File: src/rtl/alu_pkg.sv
// Shared ALU definitions: serial-adder FSM state encoding and operand width limits.
package alu_pkg;
  localparam int WIDTH_MIN = 1;
  localparam int WIDTH_MAX = 64;

  typedef logic [1:0] state_t;
  localparam state_t IDLE = 2'd0;
  localparam state_t RUN  = 2'd1;
  localparam state_t DONE = 2'd2;
endpackage

File: src/rtl/fulladder.sv
// One-bit full adder cell; the bit-slice reused by the serial adder.
module fulladder (
  input  logic A,
  input  logic B,
  input  logic Cin,
  output logic Sum,
  output logic Cout
);
  assign Sum  = A ^ B ^ Cin;
  assign Cout = (A & B) | (Cin & (A ^ B));
endmodule

File: src/rtl/serial_adder.sv
// Bit-serial add/subtract, LSB first, one fulladder slice and a registered carry.
// Define SERIAL_ADDER_OVF_EN to add the registered signed-overflow output Ovf.
module serial_adder
  import alu_pkg::*;
#(
  parameter int WIDTH = 8
) (
  input  logic             clk,
  input  logic             rst,
  input  logic             Start,
  input  logic             Sub,
  input  logic [WIDTH-1:0] A,
  input  logic [WIDTH-1:0] B,
  input  logic             Cin,
  output logic             Busy,
  output logic             Done,
  output logic [WIDTH-1:0] Sum,
`ifdef SERIAL_ADDER_OVF_EN
  output logic             Cout,
  output logic             Ovf
`else
  output logic             Cout
`endif
);
  localparam int CW = $clog2(WIDTH + 1);
  localparam logic [CW-1:0] LAST = CW'(WIDTH - 1);

  if (WIDTH < WIDTH_MIN || WIDTH > WIDTH_MAX) begin : g_bad_width
    $error("serial_adder: WIDTH out of range");
  end

  state_t           state;
  logic [WIDTH-1:0] opa, opb, res, res_nxt;
  logic             carry;
  logic [CW-1:0]    cnt;
  logic             fa_s, fa_co;

  fulladder u_fa (
    .A   (opa[0]),
    .B   (opb[0]),
    .Cin (carry),
    .Sum (fa_s),
    .Cout(fa_co)
  );

  // New sum bit enters at the MSB so after WIDTH shifts bit 0 sits at the LSB.
  if (WIDTH == 1) begin : g_res1
    assign res_nxt = fa_s;
  end else begin : g_resn
    assign res_nxt = {fa_s, res[WIDTH-1:1]};
  end

  always_ff @(posedge clk) begin
    if (rst) begin
      state <= IDLE;
      opa   <= '0;
      opb   <= '0;
      res   <= '0;
      carry <= 1'b0;
      cnt   <= '0;
      Sum   <= '0;
      Cout  <= 1'b0;
`ifdef SERIAL_ADDER_OVF_EN
      Ovf   <= 1'b0;
`endif
    end else begin
      case (state)
        IDLE, DONE: begin
          if (Start) begin
            opa   <= A;
            opb   <= Sub ? ~B : B;
            carry <= Sub ? 1'b1 : Cin;
            cnt   <= '0;
            state <= RUN;
          end else begin
            state <= IDLE;
          end
        end
        RUN: begin
          opa   <= opa >> 1;
          opb   <= opb >> 1;
          res   <= res_nxt;
          carry <= fa_co;
          cnt   <= cnt + 1'b1;
          // Results are published on the same edge that raises Done.
          if (cnt == LAST) begin
            state <= DONE;
            Sum   <= res_nxt;
            Cout  <= fa_co;
`ifdef SERIAL_ADDER_OVF_EN
            Ovf   <= carry ^ fa_co;
`endif
          end
        end
        default: state <= IDLE;
      endcase
    end
  end

  assign Busy = (state == RUN);
  assign Done = (state == DONE);
endmodule

File: config.mk
export PLATFORM = sky130hd
export DESIGN_NAME = serial_adder
export DESIGN_NICKNAME = d
export VERILOG_FILES = /design/src/rtl/alu_pkg.sv /design/src/rtl/fulladder.sv /design/src/rtl/serial_adder.sv
export SDC_FILE = /design/constraint.sdc
export NUM_CORES = 1
export LEC_CHECK = 0
export CAP_MARGIN = 5
export CORE_MARGIN = 1.5
export CORE_UTILIZATION = 40
export CTS_BUF_LIST = sky130_fd_sc_hd__clkbuf_4 sky130_fd_sc_hd__clkbuf_8 sky130_fd_sc_hd__clkbuf_16
export CTS_CLUSTER_DIAMETER = 40
export DETAILED_ROUTE_END_ITERATION = 12
export HOLD_SLACK_MARGIN = 0.03
export SLEW_MARGIN = 20
export SYNTH_ARGS = -nofsm -noshare
export SYNTH_HDL_FRONTEND = slang
export SYNTH_SLANG_ARGS = --single-unit
File: constraint.sdc
create_clock -name clk -period 3.25 [get_ports clk]
set_clock_uncertainty 0.05 [all_clocks]
set_input_delay 0.8125 -clock clk [delete_from_list [all_inputs] [get_ports clk]]
set_output_delay 0.8125 -clock clk [all_outputs]
set_load 0.03 [all_outputs]
==> results of run 1 <==
==> layer usage <==
layer	global-route usage, %	part of all wire (%)	routed length [um]
met4	6.41	1.8	61
met2	25.6	48	1620
met3	4.80	3.5	118
met1	17.4	47	1590
met5	0	0	0
==> worst max-delay path, cell delays in order (launching register included) <==
cell and delay, ns:
dfxtp_1 0.40, nand2b_4 0.26, clkinv_2 0.11, clkdlybuf4s50_1 0.67
==> kinds of logic (layout without fill, tap and decap cells) <==
family,count (synthesis),in the layout
adder cells (fa/ha/maj),2,2
flip-flops,39,39
AO/OA/AOI/OAI,44,44
multiplexers,11,11
XOR/XNOR,8,8
AND/OR/NAND/NOR,67,67
buffers and inverters,16,44
==> cells in the mapped netlist, types with 2 or more instances <==
cell type  instances  area, sq um
dfxtp_1           39          781
nand2b_1          20          125
mux2i_1            9         90.1
nor2_1             2         7.51
a21oi_1           26          130
xor2_1             8         70.1
buf_6              5         56.3
nand3_1           18         90.1
a22oi_1           14          105
nand2_1           18         67.6
buf_4              3         22.5
clkbuf_1           2         7.51
buf_2              3         15.0
mux2_4             2         30.0
==> flip-flops by register name, summed over array words and instances (netlist names) <==
signal  flops
carry       1
Cout        1
state       2
opb         8
opa         8
cnt         4
Sum         8
res         7
==> worst max path at each step <==
stage | depth (start not counted) | start | end
4_1_cts | 3 | state[0] | Busy
3_3_place_gp | 4 | rst | opa[2]
5_1_grt | 3 | state[0] | Busy
6_report | 3 | state[0] | Busy
3_5_place_dp | 4 | rst | opa[2]
2_1_floorplan | 3 | state[0] | Busy
==> final cells by class <==
| cell class | count | area (sq um) | area share, % |
|---|---|---|---|
| tap | 52 | 65.1 | 3.01 |
| sequential | 39 | 781 | 36.2 |
| timing repair buffer | 35 | 340 | 15.8 |
| multi-input combinational | 132 | 865 | 40.0 |
| inverter | 1 | 5.00 | 0.232 |
| clock buffer | 8 | 104 | 4.81 |
==> metrics by stage <==
step                      util [%]  power (uW)
final                         49.9        1000
after global routing          49.9        1050
after CTS                     49.9        1020
after detailed placement      47.5         648
after global placement        47.5         644
after floorplan                  -         616
==> power groups by stage <==
| stage | Clock, uW | Combinational [uW] | Sequential (uW) |
|---|---|---|---|
| 2_1_floorplan | 0 | 97.9 | 518 |
| 3_3_place_gp | 0 | 124 | 520 |
| 3_5_place_dp | 0 | 127 | 521 |
| 4_1_cts | 379 | 128 | 510 |
| 5_1_grt | 396 | 140 | 513 |
| 6_report | 364 | 126 | 510 |
==> results by group, run 1 <==
Status
  – Outcome: finished, final reports clean

Drt
  – Post-route DRC: 0
  – Vias/cell: 5.15
  – Vias: 1376
  – Initial DRC count: 57
  – Final WL: 3390 um
  – Pre-antenna DRT Iters: 4
  – Wirelength per Cell: 12.7 um
  – Routed Antenna Nets: 0

Clocking
  – Clock Latency Late Sink: 0.29 ns
  – TritonCTS Buffers: 5
  – Clk buf depth: 2
  – Clk root buf: clkbuf_8
  – CTS H-Tree Depth: 2
  – Setup Buffers After CTS: 0
  – Resized cells post-CTS: 0
  – Clk sink count: 39
  – Reg clk slew, reported paths: 0.07 ns
  – Cts hold-fix bufs: 0
  – CTS tree: done

Timing
  – Hold slack final: 0.410 ns
  – # setup viols final: 0
  – Setup TNS: 0 ns
  – Fin crit share: 79.9%
  – Worst Max-Slew Pin Slew: 0.745 ns
  – Max frequency: 385 MHz
  – Slack of the critical path: 0.655 ns
  – Slew headroom: 50.3%
  – Fin. Hold Viols: 0
  – Final Max Slew Viols: 0
  – RSZ-0062 raised after global routing: false
  – Crit path time final: 2.60 ns

Logic synthesis
  – Yosys Warn Count: 0
  – Post-synth ARST share: 0%
  – Synth cell types: 32
  – Prevailing post-synth register cell: dfxtp_1
  – Post-Synth Adder-Cell Area: 1.83%
  – Largest family of logic cells by synthesized area: simple AND/OR/NAND/NOR gates
  – Post-synthesis compound-gate area fraction: 15.1%
  – Synth Area in Simple Gates: 21.1%
  – FF+latch count, synth: 39
  – Post-synth EDFFs: 0
  – Post-synthesis net count: 210
  – Synthesized cell area: 1780 sq um
  – Seq/Total Area, Yosys: 44.0%
  – Synth Instances: 187
  – Multiplexer share of the synthesized area: 6.77%
  – Avg Cell Area, Syn: 9.49 sq um
  – Xor/xnor share of the synthesized area: 3.95%

Die
  – Die area: 4850 sq um
  – Core ar.: 4320 sq um
  – Die height: 69.6 um
  – Boundary Pins: 32
  – Chip width: 69.6 um
  – Row count: 24
  – Starting Density: 41.1%

Cells and area
  – Ant. Diodes: 0
  – Most frequent cells in the layout: dfxtp_1 (39), clkdlybuf4s50_1 (31), a21oi_1 (26), nand2b_1 (20)
  – Layout cells sized above 1: 9.30%
  – Most common library cell in the layout ignoring fill and taps: dfxtp_1
  – Area growth syn-to-layout: 21.6%
  – Non-filler cells, final: 267
  – Fin nets: 237
  – Post-route design area: 2160 sq um
  – Filler cells: 403

Global route
  – Initial antenna violation count: 0
  – Total GRT Usage: 15.1%
  – Vias in the first global route: 1346
  – Gr ovfl total: 0
  – First-pass GRT wire length: 5870 um
  – Largest net degree at the start of global routing: 31

Run
  – Max-cap violations: 0

Setup path
  – Worst R2R Path Depth: 5
  – Reg2reg end: cnt[3]
  – RR Startpoint: state[0]
  – Req. time, crit path: 2.39 ns
  – Worst EP arrival: 1.73 ns
  – Critical path class: flip-flop to output port
  – Setup crit start kind: flip-flop
  – Largest fanout on the critical path: 30
  – Flop-to-flop setup slack: 1.55 ns
  – Crit end category: output port

Power
  – Clock Power Share: 36.4%
  – Pwr Density: 463 nW/um^2
  – Net Sw Frac: 24.2%
  – Comb power frac: 12.6%
  – Max IR drop VDD: 0.000284 V
  – Internal power: 758 uW
  – Switching power: 242 uW
  – Leak pwr: 0.000759 uW
  – Flop pwr share: 51.0%

Placement
  – DP Area: 2060 sq um
  – Port buffer count: 31
  – Placer Congestion: 0.789
  – Hpwl dp: 2240 um
  – DP Worst Slack: 0.790 ns
  – Placed cell count: 259

Hold path
  – Hold path depth: 2
  – Worst Hold Path EP: res[1]
  – Class of the most critical hold timing path: flip-flop to flip-flop
  – Hold_sp: res[1]
(Power assumes the default switching activity.)
==> run 2: changes to the inputs <==
==> constraint.sdc (replaced) <==
create_clock -name clk -period 2.4 [get_ports clk]
set_clock_uncertainty 0.05 [all_clocks]
set_input_delay 0.6 -clock clk [delete_from_list [all_inputs] [get_ports clk]]
set_output_delay 0.6 -clock clk [all_outputs]
set_load 0.03 [all_outputs]
==> results by group, run 2 (synthesized netlist as in run 1, its figures left out) <==
Cells and area
  – Layout cells sized above 1: 10.6% (was 9.30%)
  – Most common library cell in the layout ignoring fill and taps: dfxtp_1 (unchanged)
  – Most frequent cells in the layout: dfxtp_1 (39), clkdlybuf4s50_1 (31), a21oi_1 (26), nand2b_1 (20) (unchanged)
  – Area growth syn-to-layout: 22.1% (was 21.6%)
  – Fin nets: 240 (was 237)
  – Top flop regs: Sum: 8 flops, opa: 8 flops, opb: 8 flops (unchanged)
  – FF+latch area: 781 sq um (unchanged)
  – Filler cells: 422 (was 403)
  – Area of the multi-input gates: 865 sq um (unchanged)
  – Post-route design area: 2170 sq um (was 2160 sq um)
  – Non-filler cells, final: 270 (was 267)
  – Ant. Diodes: 0 (unchanged)

Die
  – Core ar.: 4320 sq um (unchanged)
  – Chip width: 69.6 um (unchanged)
  – Boundary Pins: 32 (unchanged)
  – Row count: 24 (unchanged)
  – Starting Density: 41.1% (unchanged)
  – Die area: 4850 sq um (unchanged)
  – Die height: 69.6 um (unchanged)

Global route
  – First-pass GRT wire length: 5930 um (was 5870 um)
  – Grt met3 use: 5.23% (was 4.80%)
  – GRT busiest layer: met2 (unchanged)
  – Gr ovfl total: 0 (unchanged)
  – Largest net degree at the start of global routing: 30 (was 31)
  – Met1 GRT Util: 17.5% (was 17.4%)
  – Total GRT Usage: 15.1% (about the same)
  – Vias in the first global route: 1324 (was 1346)
  – Met2 Usage GRT: 25.7% (was 25.6%)
  – Initial antenna violation count: 0 (unchanged)

Setup path
  – Crit end category: output port (unchanged)
  – Req. time, crit path: 1.75 ns (was 2.39 ns)
  – Setup crit start kind: flip-flop (unchanged)
  – Largest fanout on the critical path: 4 (was 30)
  – Worst EP arrival: 1.49 ns (was 1.73 ns)
  – Critical path class: flip-flop to output port (unchanged)

Clocking
  – Clk sink count: 39 (unchanged)
  – Clk root buf: clkbuf_8 (unchanged)
  – Clk buf depth: 2 (unchanged)
  – TritonCTS Buffers: 5 (unchanged)
  – Setup Buffers After CTS: 0 (unchanged)
  – Clock Latency Late Sink: 0.29 ns (about the same)
  – CTS tree: done (unchanged)
  – Cts hold-fix bufs: 0 (unchanged)
  – Resized cells post-CTS: 0 (unchanged)
  – Reg clk slew, reported paths: 0.08 ns (was 0.07 ns)
  – CTS H-Tree Depth: 2 (unchanged)

Timing
  – Final Max Slew Viols: 0 (unchanged)
  – Setup TNS: 0 ns (unchanged)
  – Crit path time final: 2.14 ns
  – Fin crit share: 89.3%
  – Max frequency: 467 MHz
  – Worst Max-Slew Pin Slew: 0.449 ns (was 0.745 ns)
  – Slew headroom: 70.0% (was 50.3%)
  – # setup viols final: 0 (unchanged)
  – Fin. Hold Viols: 0 (unchanged)
  – RSZ-0062 raised after global routing: false (unchanged)

Placement
  – Placed cell count: 262 (was 259)
  – Hpwl dp: 2300 um (was 2240 um)
  – Port buffer count: 31 (unchanged)
  – DP Area: 2080 sq um (was 2060 sq um)
  – Placer Congestion: 0.723 (was 0.789)

Drt
  – Pre-antenna DRT Iters: 4 (unchanged)
  – Vias: 1389 (was 1376)
  – Wirelength per Cell: 12.7 um (about the same)
  – Post-route DRC: 0 (unchanged)
  – Final WL: 3420 um (was 3390 um)
  – Initial DRC count: 76 (was 57)
  – Routed Antenna Nets: 0 (unchanged)
  – Vias/cell: 5.14 (was 5.15)

Power
  – Pwr Density: 603 nW/um^2 (was 463 nW/um^2)
  – Max IR drop VDD: 0.000365 V (was 0.000284 V)
  – Leak pwr: 0.000759 uW (about the same)

Hold path
  – Class of the most critical hold timing path: flip-flop to flip-flop (unchanged)

Status
  – Outcome: finished, final reports clean (unchanged)

Run
  – Max-cap violations: 0 (unchanged)
-- run 2: cell types whose count changed in the layout (fill, tap and decap cells not counted) --
cell        delta
clkbuf_4       -1
clkinv_2       +1
buf_4          +3
clkbuf_8       -2
clkinvlp_4     +2
-- run 2: where the power goes --
part           internal (uW)  switching (uW)  total, uW  leakage [uW]
sequential               674            17.0        691      0.000317
clock                    202             236        438     0.0000402
combinational           84.7            93.4        178      0.000401
-- run 2: routing by layer --
metal,wire length [um],vias up
met5,0,-
met2,1690,32
met3,129,6
met1,1570,647
met4,31,0
li1,-,704
-- run 2: stage by stage --
stage / total power, uW / setup WS [ns] / util [%] / hold WS [ns]
floorplan: 834 / 0.995 / - / 0.387
global placement: 878 / 0.446 / 48.1 / 0.396
detailed placement: 884 / 0.391 / 48.1 / 0.398
CTS: 1330 / 0.242 / 50.1 / 0.409
global route: 1380 / 0.187 / 50.1 / 0.444
finish: 1310 / 0.257 / 50.1 / 0.408
-- run 2: area by class of cell --
cell class	count	area share [%]
timing repair buffer	38	16.7
clock buffer	5	3.18
sequential	39	36.0
inverter	1	0.231
clock inverter	3	0.924
multi-input combinational	132	39.9
tap	52	3.00
-- run 2: critical path, cell delays in order (launching register included) --
cell             delay, ns
dfxtp_1               0.35
and2b_1               0.19
clkdlybuf4s50_1       0.66
-- run 2: path summary, 6_finish.rpt --
path	startpoint	endpoint	slack [ns]	cells past startpoint
setup / recovery	state[0]	Done	0.26	2
hold / removal	res[1]	res[1]	0.41	2
setup reg to reg	cnt[0]	Sum[7]	0.93	4
hold reg to reg	res[1]	res[1]	0.41	2
==> run 3: changes to the inputs <==
--- a/config.mk
+++ b/config.mk
@@ -6,10 +6,12 @@
 export NUM_CORES = 1
 export LEC_CHECK = 0
 export CAP_MARGIN = 5
+export CORE_ASPECT_RATIO = 2
 export CORE_MARGIN = 1.5
 export CORE_UTILIZATION = 40
 export CTS_BUF_LIST = sky130_fd_sc_hd__clkbuf_4 sky130_fd_sc_hd__clkbuf_8 sky130_fd_sc_hd__clkbuf_16
 export CTS_CLUSTER_DIAMETER = 40
+export CTS_CLUSTER_SIZE = 25
 export DETAILED_ROUTE_END_ITERATION = 12
 export HOLD_SLACK_MARGIN = 0.03
 export SLEW_MARGIN = 20
==> results by group, run 3 (synthesized netlist as in run 1, its figures left out) <==
Setup path
  – Worst R2R Path Depth: 4 (unchanged)
  – Critical Path End: Done (unchanged)
  – Crit. path cell count: 2 (unchanged)
  – Crit-path max cell delay: 0.66 ns (about the same)
  – Critical-path top delay cell: clkdlybuf4s50_1 (unchanged)
  – Crit end category: output port (unchanged)
  – Req. time, crit path: 1.75 ns (about the same)
  – Worst EP arrival: 1.49 ns (about the same)
  – Flop-to-flop setup slack: 0.92 ns (was 0.93 ns)
  – Setup crit start kind: flip-flop (unchanged)
  – Critical path class: flip-flop to output port (unchanged)
  – RR Startpoint: state[1] (was cnt[0])
  – Largest fanout on the critical path: 4 (unchanged)
  – Reg2reg end: cnt[2] (was Sum[7])
  – CP cell instances: and2b_1 > clkdlybuf4s50_1 (unchanged)
  – Top delay family on crit path: buffers and inverters (unchanged)
  – Buf/Inv on CP: 1 (unchanged)
  – Worst setup path start: state[0] (unchanged)

Power
  – Net Sw Frac: 25.0% (was 26.5%)
  – Internal power: 985 uW (was 960 uW)
  – Max IR drop VDD: 0.000407 V (was 0.000365 V)
  – Comb power frac: 13.5% (was 13.6%)
  – Switching power: 328 uW (was 346 uW)
  – Clock Power Share: 33.8% (was 33.5%)
  – Flop pwr share: 52.6% (was 52.9%)
  – Leak pwr: 0.000767 uW (was 0.000759 uW)
  – Pwr Density: 604 nW/um^2 (was 603 nW/um^2)

Die
  – Chip width: 50.1 um (was 69.6 um)
  – Row count: 34 (was 24)
  – Starting Density: 41.3% (was 41.1%)
  – Core ar.: 4300 sq um (was 4320 sq um)
  – Die height: 97.2 um (was 69.6 um)
  – Die area: 4870 sq um (was 4850 sq um)
  – Boundary Pins: 32 (unchanged)

Drt
  – Wirelength per Cell: 12.8 um (was 12.7 um)
  – Initial DRC count: 15 (was 76)
  – Vias: 1379 (was 1389)
  – Pre-antenna DRT Iters: 4 (unchanged)
  – Routed Antenna Nets: 0 (unchanged)
  – Final WL: 3460 um (was 3420 um)
  – Vias/cell: 5.09 (was 5.14)
  – Post-route DRC: 0 (unchanged)

Timing
  – RSZ-0062 raised after global routing: false (unchanged)
  – Fin crit share: 89.3% (about the same)
  – Final Max Slew Viols: 0 (unchanged)
  – Slew headroom: 68.5% (was 70.0%)
  – Max frequency: 466 MHz (was 467 MHz)
  – Setup TNS: 0 ns (unchanged)
  – Crit path time final: 2.14 ns (about the same)
  – Fin. Hold Viols: 0 (unchanged)
  – Worst Max-Slew Pin Slew: 0.471 ns (was 0.449 ns)
  – # setup viols final: 0 (unchanged)

Clocking
  – Cts hold-fix bufs: 0 (unchanged)
  – Clk buf depth: 2 (unchanged)
  – TritonCTS Buffers: 5 (unchanged)
  – Clock Latency Late Sink: 0.28 ns (was 0.29 ns)
  – Setup Buffers After CTS: 0 (unchanged)
  – Reg clk slew, reported paths: 0.07 ns (was 0.08 ns)
  – CTS tree: done (unchanged)
  – Clk root buf: clkbuf_8 (unchanged)
  – CTS H-Tree Depth: 2 (unchanged)
  – Clk sink count: 39 (unchanged)
  – Resized cells post-CTS: 0 (unchanged)

Global route
  – Largest net degree at the start of global routing: 35 (was 30)
  – Initial antenna violation count: 0 (unchanged)
  – Vias in the first global route: 1305 (was 1324)
  – First-pass GRT wire length: 5830 um (was 5930 um)
  – Gr ovfl total: 0 (unchanged)
  – Total GRT Usage: 15.5% (was 15.1%)

Cells and area
  – Fin util: 50.6% (was 50.1%)
  – Most common library cell in the layout ignoring fill and taps: dfxtp_1 (unchanged)
  – Post-route design area: 2170 sq um (about the same)
  – Top flop regs: Sum: 8 flops, opa: 8 flops, opb: 8 flops (unchanged)
  – Layout cells sized above 1: 10.1% (was 10.6%)
  – Most frequent cells in the layout: dfxtp_1 (39), clkdlybuf4s50_1 (31), a21oi_1 (26), nand2b_1 (20) (unchanged)
  – Ant. Diodes: 0 (unchanged)
  – Fin nets: 239 (was 240)
  – Area growth syn-to-layout: 22.5% (was 22.1%)

Hold path
  – Class of the most critical hold timing path: flip-flop to flip-flop (unchanged)

Placement
  – Placer Congestion: 0.796 (was 0.723)
  – DP Area: 2090 sq um (was 2080 sq um)
  – Port buffer count: 31 (unchanged)
  – Hpwl dp: 2370 um (was 2300 um)

Run
  – Max-cap violations: 0 (unchanged)

Status
  – Outcome: finished, final reports clean (unchanged)
[run 3: metrics by stage]
| step | cells | setup WS [ns] | total power (uW) | hold slack (ns) |
|---|---|---|---|---|
| CTS | 271 | 0.234 | 1330 | 0.410 |
| detailed placement | 263 | 0.379 | 886 | 0.400 |
| floorplan | 187 | 0.995 | 834 | 0.387 |
| global route | 271 | 0.173 | 1380 | 0.431 |
| global placement | 263 | 0.428 | 880 | 0.396 |
| finish | 271 | 0.256 | 1310 | 0.409 |
[run 3: worst reg2reg max path, stage by stage (launching register included)]
cell and delay (ns):
dfxtp_1 0.33, nand2b_4 0.13, buf_4 0.34, mux2_4 0.35, a211oi_2 0.21
[run 3: area by class of cell]
type | count | area [sq um]
multi-input cells | 132 | 865
repair buffers | 37 | 368
inverters | 1 | 5.00
flip-flops and latches | 39 | 781
clock inverters | 1 | 5.00
fillers | 412 | 2120
well taps | 54 | 67.6
clock buffers | 7 | 83.8
[run 3: worst min path at each step]
stage | startpoint | slack [ns] | cells past startpoint | end
2_1_floorplan | res[1] | 0.39 | 2 | res[1]
3_5_place_dp | res[1] | 0.40 | 2 | res[1]
5_1_grt | res[1] | 0.43 | 2 | res[1]
3_3_place_gp | res[1] | 0.40 | 2 | res[1]
6_report | res[1] | 0.41 | 2 | res[1]
4_1_cts | res[1] | 0.41 | 2 | res[1]
[run 3: power by group through the flow]
stage | registers (uW) | logic [uW] | clock network [uW]
after floorplan | 702 | 133 | 0
after global placement | 705 | 175 | 0
after detailed placement | 706 | 180 | 0
after CTS | 691 | 180 | 459
after global routing | 695 | 195 | 489
final | 691 | 178 | 444
[run 3: metal layers]
layer	track usage (%)	part of all wire, %	vias to the layer above
met4	7.05	2.2	0
met5	0	0	-
met2	28.3	55	26
li1	-	-	700
met1	15.6	40	647
met3	3.69	3.0	6
